### config.mk
export PLATFORM = sky130hd
export DESIGN_NAME = subinst_rr_scheduler
export DESIGN_NICKNAME = d
export VERILOG_FILES = /design/src/rtl/subinst_sched_pkg.sv /design/src/rtl/subinst_rr_picker.sv /design/src/rtl/subinst_rr_scheduler.sv
export SDC_FILE = /design/constraint.sdc
export NUM_CORES = 1
export LEC_CHECK = 0
export ABC_AREA = 1
export ABC_CLOCK_PERIOD_IN_PS = 5950
export BUFFER_PORTS_ARGS = -buffer_cell sky130_fd_sc_hd__buf_2
export CAP_MARGIN = 40
export CORE_ASPECT_RATIO = 0.8
export CORE_UTILIZATION = 48
export CTS_CLUSTER_SIZE = 20
export DETAILED_ROUTE_END_ITERATION = 16
export PLACE_DENSITY = 0.75
export SLEW_MARGIN = 25
export SYNTH_ARGS = -nofsm -noshare
export SYNTH_HDL_FRONTEND = slang
export SYNTH_HIERARCHICAL = 1
export SYNTH_SLANG_ARGS = --single-unit
### constraint.sdc
create_clock -name clk_i -period 5.95 [get_ports clk_i]
set_input_delay 1.19 -clock clk_i [delete_from_list [all_inputs] [get_ports clk_i]]
set_output_delay 1.19 -clock clk_i [all_outputs]
set_load 0.03 [all_outputs]
### src/rtl/subinst_sched_pkg.sv
// Shared types, constants and the round-robin pick function for subinst_rr_scheduler.
package subinst_sched_pkg;

    typedef enum logic {IDLE, BUSY} state_e;

    localparam int unsigned HOLD_W = 16;
    localparam int unsigned MAX_N  = 16;
    localparam int unsigned PICK_W = 4;

    typedef struct packed {
        logic              found;
        logic [PICK_W-1:0] idx;
    } pick_t;

    // First set bit of req scanning ptr, ptr+1, ... wrapping modulo n (n <= MAX_N, ptr < n).
    function automatic pick_t rr_pick(input logic [MAX_N-1:0]  req,
                                      input logic [PICK_W-1:0] ptr,
                                      input int unsigned       n);
        pick_t       res;
        logic [PICK_W:0] pos;
        res = '0;
        for (int unsigned k = 0; k < MAX_N; k++) begin
            pos = {1'b0, ptr} + (PICK_W+1)'(k);
            if (pos >= (PICK_W+1)'(n)) pos = pos - (PICK_W+1)'(n);
            if (k < n && !res.found && req[pos[PICK_W-1:0]]) begin
                res.found = 1'b1;
                res.idx   = pos[PICK_W-1:0];
            end
        end
        return res;
    endfunction

endpackage

### src/rtl/subinst_rr_picker.sv
// Combinational rotate/priority-encode over N_REQ requesters starting at ptr_i, with wrap.
module subinst_rr_picker
    import subinst_sched_pkg::*;
#(
    parameter int unsigned N_REQ = 5,
    localparam int unsigned IDX_W = $clog2(N_REQ)
) (
    input  logic [N_REQ-1:0] req_i,
    input  logic [IDX_W-1:0] ptr_i,
    output logic             found_o,
    output logic [IDX_W-1:0] idx_o
);

    logic [MAX_N-1:0]  req_ext;
    logic [PICK_W-1:0] ptr_ext;
    pick_t             pick;
    logic              unused_idx;

    always_comb begin
        req_ext               = '0;
        req_ext[N_REQ-1:0]    = req_i;
        ptr_ext               = '0;
        ptr_ext[IDX_W-1:0]    = ptr_i;
    end

    assign pick       = rr_pick(req_ext, ptr_ext, N_REQ);
    assign found_o    = pick.found;
    assign idx_o      = pick.idx[IDX_W-1:0];
    assign unused_idx = ^pick.idx;

endmodule

### src/rtl/subinst_rr_scheduler.sv
// Round-robin grant scheduler for N_REQ sibling sub-instances sharing one resource.
// Optional grant watchdog enabled by defining SUBINST_RR_TIMEOUT_EN.
module subinst_rr_scheduler
    import subinst_sched_pkg::*;
#(
    parameter int unsigned N_REQ    = 5,
    parameter int unsigned MAX_HOLD = 64,
    localparam int unsigned IDX_W   = $clog2(N_REQ)
) (
    input  logic              clk_i,
    input  logic              rst_i,
    input  logic [N_REQ-1:0]  req_i,
    input  logic [N_REQ-1:0]  done_i,
    output logic [N_REQ-1:0]  gnt_o,
    output logic [IDX_W-1:0]  gnt_id_o,
    output logic              busy_o,
    output logic [HOLD_W-1:0] hold_cnt_o,
    output logic              timeout_o
);

    state_e            state_q;
    logic [IDX_W-1:0]  ptr_q, gnt_id_q, pick_idx, nxt_ptr;
    logic [N_REQ-1:0]  gnt_q, pick_onehot;
    logic [HOLD_W-1:0] hold_q;
    logic              timeout_q, pick_found, release_done, wd_expire;

    subinst_rr_picker #(
        .N_REQ(N_REQ)
    ) u_picker (
        .req_i  (req_i),
        .ptr_i  (ptr_q),
        .found_o(pick_found),
        .idx_o  (pick_idx)
    );

    always_comb begin
        pick_onehot           = '0;
        pick_onehot[pick_idx] = 1'b1;
    end

    assign nxt_ptr      = (gnt_id_q == IDX_W'(N_REQ - 1)) ? '0 : gnt_id_q + 1'b1;
    assign release_done = done_i[gnt_id_q];

`ifdef SUBINST_RR_TIMEOUT_EN
    assign wd_expire = (hold_q == HOLD_W'(MAX_HOLD - 1));
`else
    logic unused_max_hold;
    assign wd_expire       = 1'b0;
    assign unused_max_hold = ^MAX_HOLD;
`endif

    always_ff @(posedge clk_i or posedge rst_i) begin
        if (rst_i) begin
            state_q   <= IDLE;
            ptr_q     <= '0;
            gnt_q     <= '0;
            gnt_id_q  <= '0;
            hold_q    <= '0;
            timeout_q <= 1'b0;
        end else begin
            timeout_q <= 1'b0;
            case (state_q)
                IDLE: begin
                    if (pick_found) begin
                        gnt_q    <= pick_onehot;
                        gnt_id_q <= pick_idx;
                        hold_q   <= '0;
                        state_q  <= BUSY;
                    end
                end
                BUSY: begin
                    // A done pulse on the limit cycle wins over the watchdog.
                    if (release_done || wd_expire) begin
                        gnt_q     <= '0;
                        hold_q    <= '0;
                        ptr_q     <= nxt_ptr;
                        state_q   <= IDLE;
                        timeout_q <= ~release_done;
                    end else if (hold_q != '1) begin
                        hold_q <= hold_q + 1'b1;
                    end
                end
                default: state_q <= IDLE;
            endcase
        end
    end

    assign gnt_o      = gnt_q;
    assign gnt_id_o   = gnt_id_q;
    assign busy_o     = (state_q == BUSY);
    assign hold_cnt_o = hold_q;
    assign timeout_o  = timeout_q;

endmodule

# Yosys cells after proc, flatten, opt, wreduce, memory -nomap -nowiden
# Cells that the tools add are included.
# word_totals
reg_bits,29
latchBits,0
mem_bits_rw,0
mem_bits_ro,0
input_bits,12
output_inout_bits,26
wordCells,87
n_memories,0
# classes
add_sub_neg,11
mul,0
div_mod_pow,0
magnitude_cmp,13
n_eq_ne,5
shift,0
mux,37
bitwise_logic,2
n_reduce_logical,13
# ops
cell,count
2-to-1 mux 16 bit,3
2-to-1 mux 5 bit,7
case mux 16 bit (2 select lines),1
"< comparator 4 x 5 -> 1 bit, second input constant",5
binary-select mux 1 bit (select 4 bit),5
"greater-or-equal comparator 5 x 3 -> 1 bit, second input constant",4
2-to-1 mux 4 bit,5
"adder 16 x 1 -> 16 bit, second input constant",1
"inequality test 16 bit, second input constant",1
"subtractor 4 x 3 -> 4 bit, second input constant",4
2-to-1 mux 1 bit,11
case mux 5 bit (2 select lines),1
"adder 3 x 2 -> 4 bit, second input constant",2
"< comparator 3 x 4 -> 1 bit, second input constant",2
AND reduction 2 bit,4
logical AND 1 bit,5
"adder 3 x 1 -> 4 bit, second input constant",1
"adder 3 x 3 -> 4 bit, second input constant",1
zero test 1 bit,4
"inequality test 2 x 1 -> 1 bit, second input constant",2
"subtractor 3 x 3 -> 4 bit, second input constant",1
"adder 3 x 1 -> 3 bit, second input constant",1
binary-select mux 1 bit (select 3 bit),1
demux 1 bit (select 3 bit),1
7 further kinds,8

# Depth between registers and ports, before layout
# logic_depth
depth_word,23
ltp_mapped,23
mapped_depth_nobuf,22

# By module
# The synthesis kept the hierarchy.
# modules_own_cells
module,n_inst,cells_per_inst,area_each_um2,seq_area_each_um2
subinst_rr_scheduler,1,210,1582.8,700.7
subinst_rr_picker,1,184,1053.5,0.0

# Worst setup path before layout
# No wires, ideal clock.
# synth_timing
path_type,register to register
startpoint,register ptr_q[0]
endpoint,register gnt_q[4] (netlist: gnt_o[4])
setup_time_ns,0.095
t_arrival_ns,3.012
required_time_ns,5.855
setup_slack_ns,2.843
path_stages_with_launch,21
path_buffers,1
synth_period_minus_slack_ns,3.107
path_cell_list,dfrtp_1 buf_6 inv_2 ha_1 inv_1 fa_1 nor2_1 nor2_4 o21ai_0 a31oi_1 nor2_1 nand2_1 nand3_4 nor2_4 nand2_1 inv_1 nor2_1 inv_2 nor2_1 inv_1 o31ai_1
# synth_via
word_cells_on_any_way,51
classes_between,9 x add/sub; 7 x order compare; 1 x eq/ne; 24 x mux; 10 x reduce/logical
# synth_lines
item,line,text
"start, declared",subinst_rr_scheduler.sv:22,"logic [IDX_W-1:0] ptr_q, gnt_id_q, pick_idx, nxt_ptr;"
"start signal, assigned",subinst_rr_scheduler.sv:76,ptr_q <= nxt_ptr;
branches (longest 16 deep; another with adder 3 x 1 -> 4 bit),-,
2-to-1 mux 5 bit (*),subinst_sched_pkg.sv:25,if (k < n && !res.found && req[pos[PICK_W-1:0]]) begin
named net pick_found,subinst_rr_scheduler.sv:25,"logic timeout_q, pick_found, release_done, wd_expire;"
inequality test 2 x 1 -> 1 bit (no line) (*),-,
AND reduction 2 bit (no line) (*),-,
"end signal, assigned",subinst_rr_scheduler.sv:65,gnt_q <= pick_onehot;
"end, declared",subinst_rr_scheduler.sv:23,"logic [N_REQ-1:0] gnt_q, pick_onehot;"
# Mark *: on every way through the listed nets, which the timed path passes. The select of a mux whose other input is x is not followed.
# A chain may end at the register's enable or synchronous reset.

# Worst setup path after layout
# layout_timing
startpoint,register ptr_q[0]
endpoint,register hold_q[15] (netlist: hold_cnt_o[15])
# layout_via
elab_chain_len,19
word_cells_on_any_way,44
classes_between,9 x add/sub; 5 x order compare; 1 x eq/ne; 20 x mux; 9 x reduce/logical
# layout_lines
item,line,text
branches (longest 16 deep; another with adder 3 x 1 -> 4 bit),-,
2-to-1 mux 5 bit (*),subinst_sched_pkg.sv:25,
named net pick_found,subinst_rr_scheduler.sv:25,
inequality test 2 x 1 -> 1 bit (no line) (*),-,
AND reduction 2 bit (no line) (*),-,
"end signal, assigned",subinst_rr_scheduler.sv:80,hold_q <= hold_q + 1'b1;
"end, declared",subinst_rr_scheduler.sv:24,logic [HOLD_W-1:0] hold_q;
# Marked as above.

==> results.md <==
- Status: complete, but fails checks
- Failing checks: design-rule violations
- Gr usage total: 22.6%
- Pwr/cell area: 636 nW/um^2
- Grt peak-use layer: met2
- Synth Net Count: 422
- Slew margin rel.: 53.7%
- Total of max-cap violations: 0
- Clock Path Buffers: 2
- Final Hold Viols: 0
- Crit-path cells: inv_2 > ha_1 > inv_1 > fa_1 > nor2_1 > nor2_4 > o21ai_0 > nand3b_1 > nand3_1 > nand2_1 > nand3_4 > nor2_4 > nand2_1 > nor2_1 > inv_2 > nand2_1 > nand2_1 > nand2_1 > nand2_1
- Clock share of power: 5.7%
- Core Area: 5150 um^2
- Most frequent cells in the layout: nand2_1, nand3_1, inv_1, buf_2, dfrtp_1
- Setup tns final: 0 ns
- Clock transition at the registers of the reported paths: 0.09 ns
- Die X: 84.9 um
- Die area: 5790 um^2
- Switching pwr: 0.00111 W
- CTS resizes: 0
- Crit path max-delay family: simple AND/OR/NAND/NOR gates
- FP Rows: 23
- Number of max-slew violations in the final report: 0
- CP Class: reg -> reg
- Routed Antenna Nets: 0
- Period utilisation layout: 66.9%
- Clk_lat worst skew: roughly 0.28 ns
- Drt initial violations: 218
- Ant diodes: 0
- Final HPWL from detailed placement: 4.87 mm
- Sw Share: between 60% and 70%
- Commonest non-fill, non-tap cell in the layout: nand2_1
- Achievable Freq: 0.251 GHz
- Hold Path Class: reg -> reg
- DRC: 2
- Final setup viols: 0
- Mapped Cells: 394
- Largest net degree at the start of global routing: 29
- CP startpoint kind: flip-flop
- R2R setup slack: 1.97 ns
- IO Count: 38
- M1 GR Usage: 32.8%
- CTS tree: built
- First-pass GRT wire length: 10.5 mm
- Nets: 457
- Critical path buffer and inverter count: 3
- Worst-Margin Slew: slightly below 0.7 ns
- Layout Area Growth over Synthesis: 9.63%
- Hold-fix buffers, CTS: 0
- Design area: 2890 um^2
- Leak Pwr: between 1.5 and 2 nW
- Crit Path Max Fanout: 21
- GR Layer Usage met2: between 30% and 40%
- Critical Path RT: 6.12 ns
- Mean Syn Cell Area: 6.69 um^2
- WL/cell: 12.9 um
- Yosys reg bits: 28
- Data arrival time of the critical path: 4.15 ns
- Post-CTS Setup Inserts: 0
- Placed cell area: ~2800 um^2
- Synth warn: 6
- Synthesized area: around 2600 um^2
- Worst IR Drop VDD: 321 uV
- Total Wirelength: between 6 and 7 mm
- Gr ovfl total: 0
- Total CTS buffers: 3
- Detailed-route vias per instance: 5.28
- CP Capture Type: flip-flop
- Total Power: 0.00184 W
- H-tree levels: 1
- Logic pwr share: 78.4%
- PortBufs: 36
- First-pass DRT Iterations: 11
- Die Y: 68.3 um
- Initial antenna violation count: 0
- Sequential share of the synthesized area: 26.6%
- Max incr delay on CP: 0.57 ns
- Max Clock Skew: 0.00280 ns
- Min Tclk post-route: 3.98 ns
- Gp weighted congestion: 0.860
- Vias in the first global route: 2,233
- Sequential share of power: 15.9%
- RSZ-0062 raised after global routing: no
- Slowest library cell on the worst path: dfrtp_1
- Initial core utilization: between 50% and 60%
- Layout cells sized above 1: 18.5%
- Root buffer cell: clkbuf_8
- Via count: roughly 2,600
- # clock sinks: 28
- Most used cell, CP: nand2_1
- Internal: 0.000727 W
- Yosys cell types: 43
- Met3 Use GR: 3.38%
routing by layer:
metal  wire, um  part of all wire, %  up-vias
met5          0                    0        -
met4         21                 0.33        0
met3        372                  5.9        4
met2       2650                   42       63
met1       3250                   52     1190
li1           -                    -     1324
state kept, by name, summed over array words and instances (netlist names):
| name | flops |
|---|---|
| gnt_o | 5 |
| hold_cnt_o | 16 |
| busy_o | 1 |
| gnt_id_o | 3 |
| ptr_q | 3 |
final timing paths:
path / from / endpoint / depth (start not counted)
setup / recovery: ptr_q[0] / hold_cnt_o[15] / 19
hold / removal: gnt_o[3] / gnt_o[3] / 2
setup reg to reg: ptr_q[0] / hold_cnt_o[15] / 19
hold reg to reg: gnt_o[3] / gnt_o[3] / 2
max in group asynchronous: rst_i / ptr_q[1] / 2
min in group asynchronous: rst_i / hold_cnt_o[10] / 2
through the flow:
step	std cells	util [%]	hold slack, ns	setup WS (ns)
final	489	56.1	0.499	1.97
after global routing	489	56.1	0.547	1.62
after CTS	489	56.1	0.502	2.02
after floorplan	394	-	0.556	2.84
after global placement	486	55.3	0.481	2.23
after detailed placement	486	55.3	0.479	2.07
worst register-to-register path: cells and delay by family, from the launching register on:
kind / cells / cell delay, ns
AOI/OAI and AO/OA: 1 / 0.36
adders and majority gates: 2 / 0.61
buffers and inverters: 3 / 0.35
DFF: 1 / 0.57
and+or+nand+nor: 13 / 1.99
cells by family after synthesis:
logic type | share of synthesized area (%)
compound gates | 8.83
xor+xnor | 5.93
fa+ha+maj | 7.88
buf+inv | 9.40
flops | 26.6
other cells | 0.142
simple gates | 41.2
cells in the mapped netlist (all sizes together):
| master | n | area share [%] |
|---|---|---|
| a21oi | 6 | 1.3 |
| a22oi | 1 | 0.28 |
| a31oi | 1 | 0.24 |
| and2 | 1 | 0.24 |
| and3 | 1 | 0.24 |
| buf | 5 | 1.5 |
| clkbuf | 1 | 0.19 |
| clkinv | 3 | 0.43 |
| conb | 1 | 0.14 |
| dfrtp | 28 | 27 |
| fa | 1 | 0.76 |
| ha | 15 | 7.1 |
| inv | 51 | 7.3 |
| nand2 | 132 | 20 |
| nand3 | 51 | 11 |
| nand3b | 3 | 0.85 |
| nand4 | 6 | 2.0 |
| nor2 | 35 | 6.5 |
| nor3 | 2 | 0.38 |
| o2111ai | 1 | 0.33 |
| o211ai | 2 | 0.57 |
| o21ai | 25 | 5.3 |
| o21bai | 1 | 0.28 |
| o22ai | 1 | 0.24 |
| o31ai | 1 | 0.28 |
| or2 | 2 | 0.47 |
| xnor2 | 7 | 2.3 |
| xor2 | 10 | 3.6 |
area by class of cell:
type | count | area [um^2]
repair buffers | 36 | 180
multi-input cells | 306 | 1690
clock buffers | 3 | 41.3
fillers | 488 | 2260
well taps | 62 | 77.6
flip-flops and latches | 28 | 701
inverters | 54 | 203
power groups by stage:
| stage | Sequential (W) | Combinational [W] | Clock [W] |
|---|---|---|---|
| 2_1_floorplan | 0.000315 | 0.00112 | 0 |
| 3_3_place_gp | 0.000293 | 0.00139 | 0 |
| 3_5_place_dp | 0.000294 | 0.00142 | 0 |
| 4_1_cts | 0.000292 | 0.00143 | 0.000107 |
| 5_1_grt | 0.000301 | 0.00162 | 0.000114 |
| 6_report | 0.000292 | 0.00144 | 0.000104 |
(Power assumes the default switching activity.)
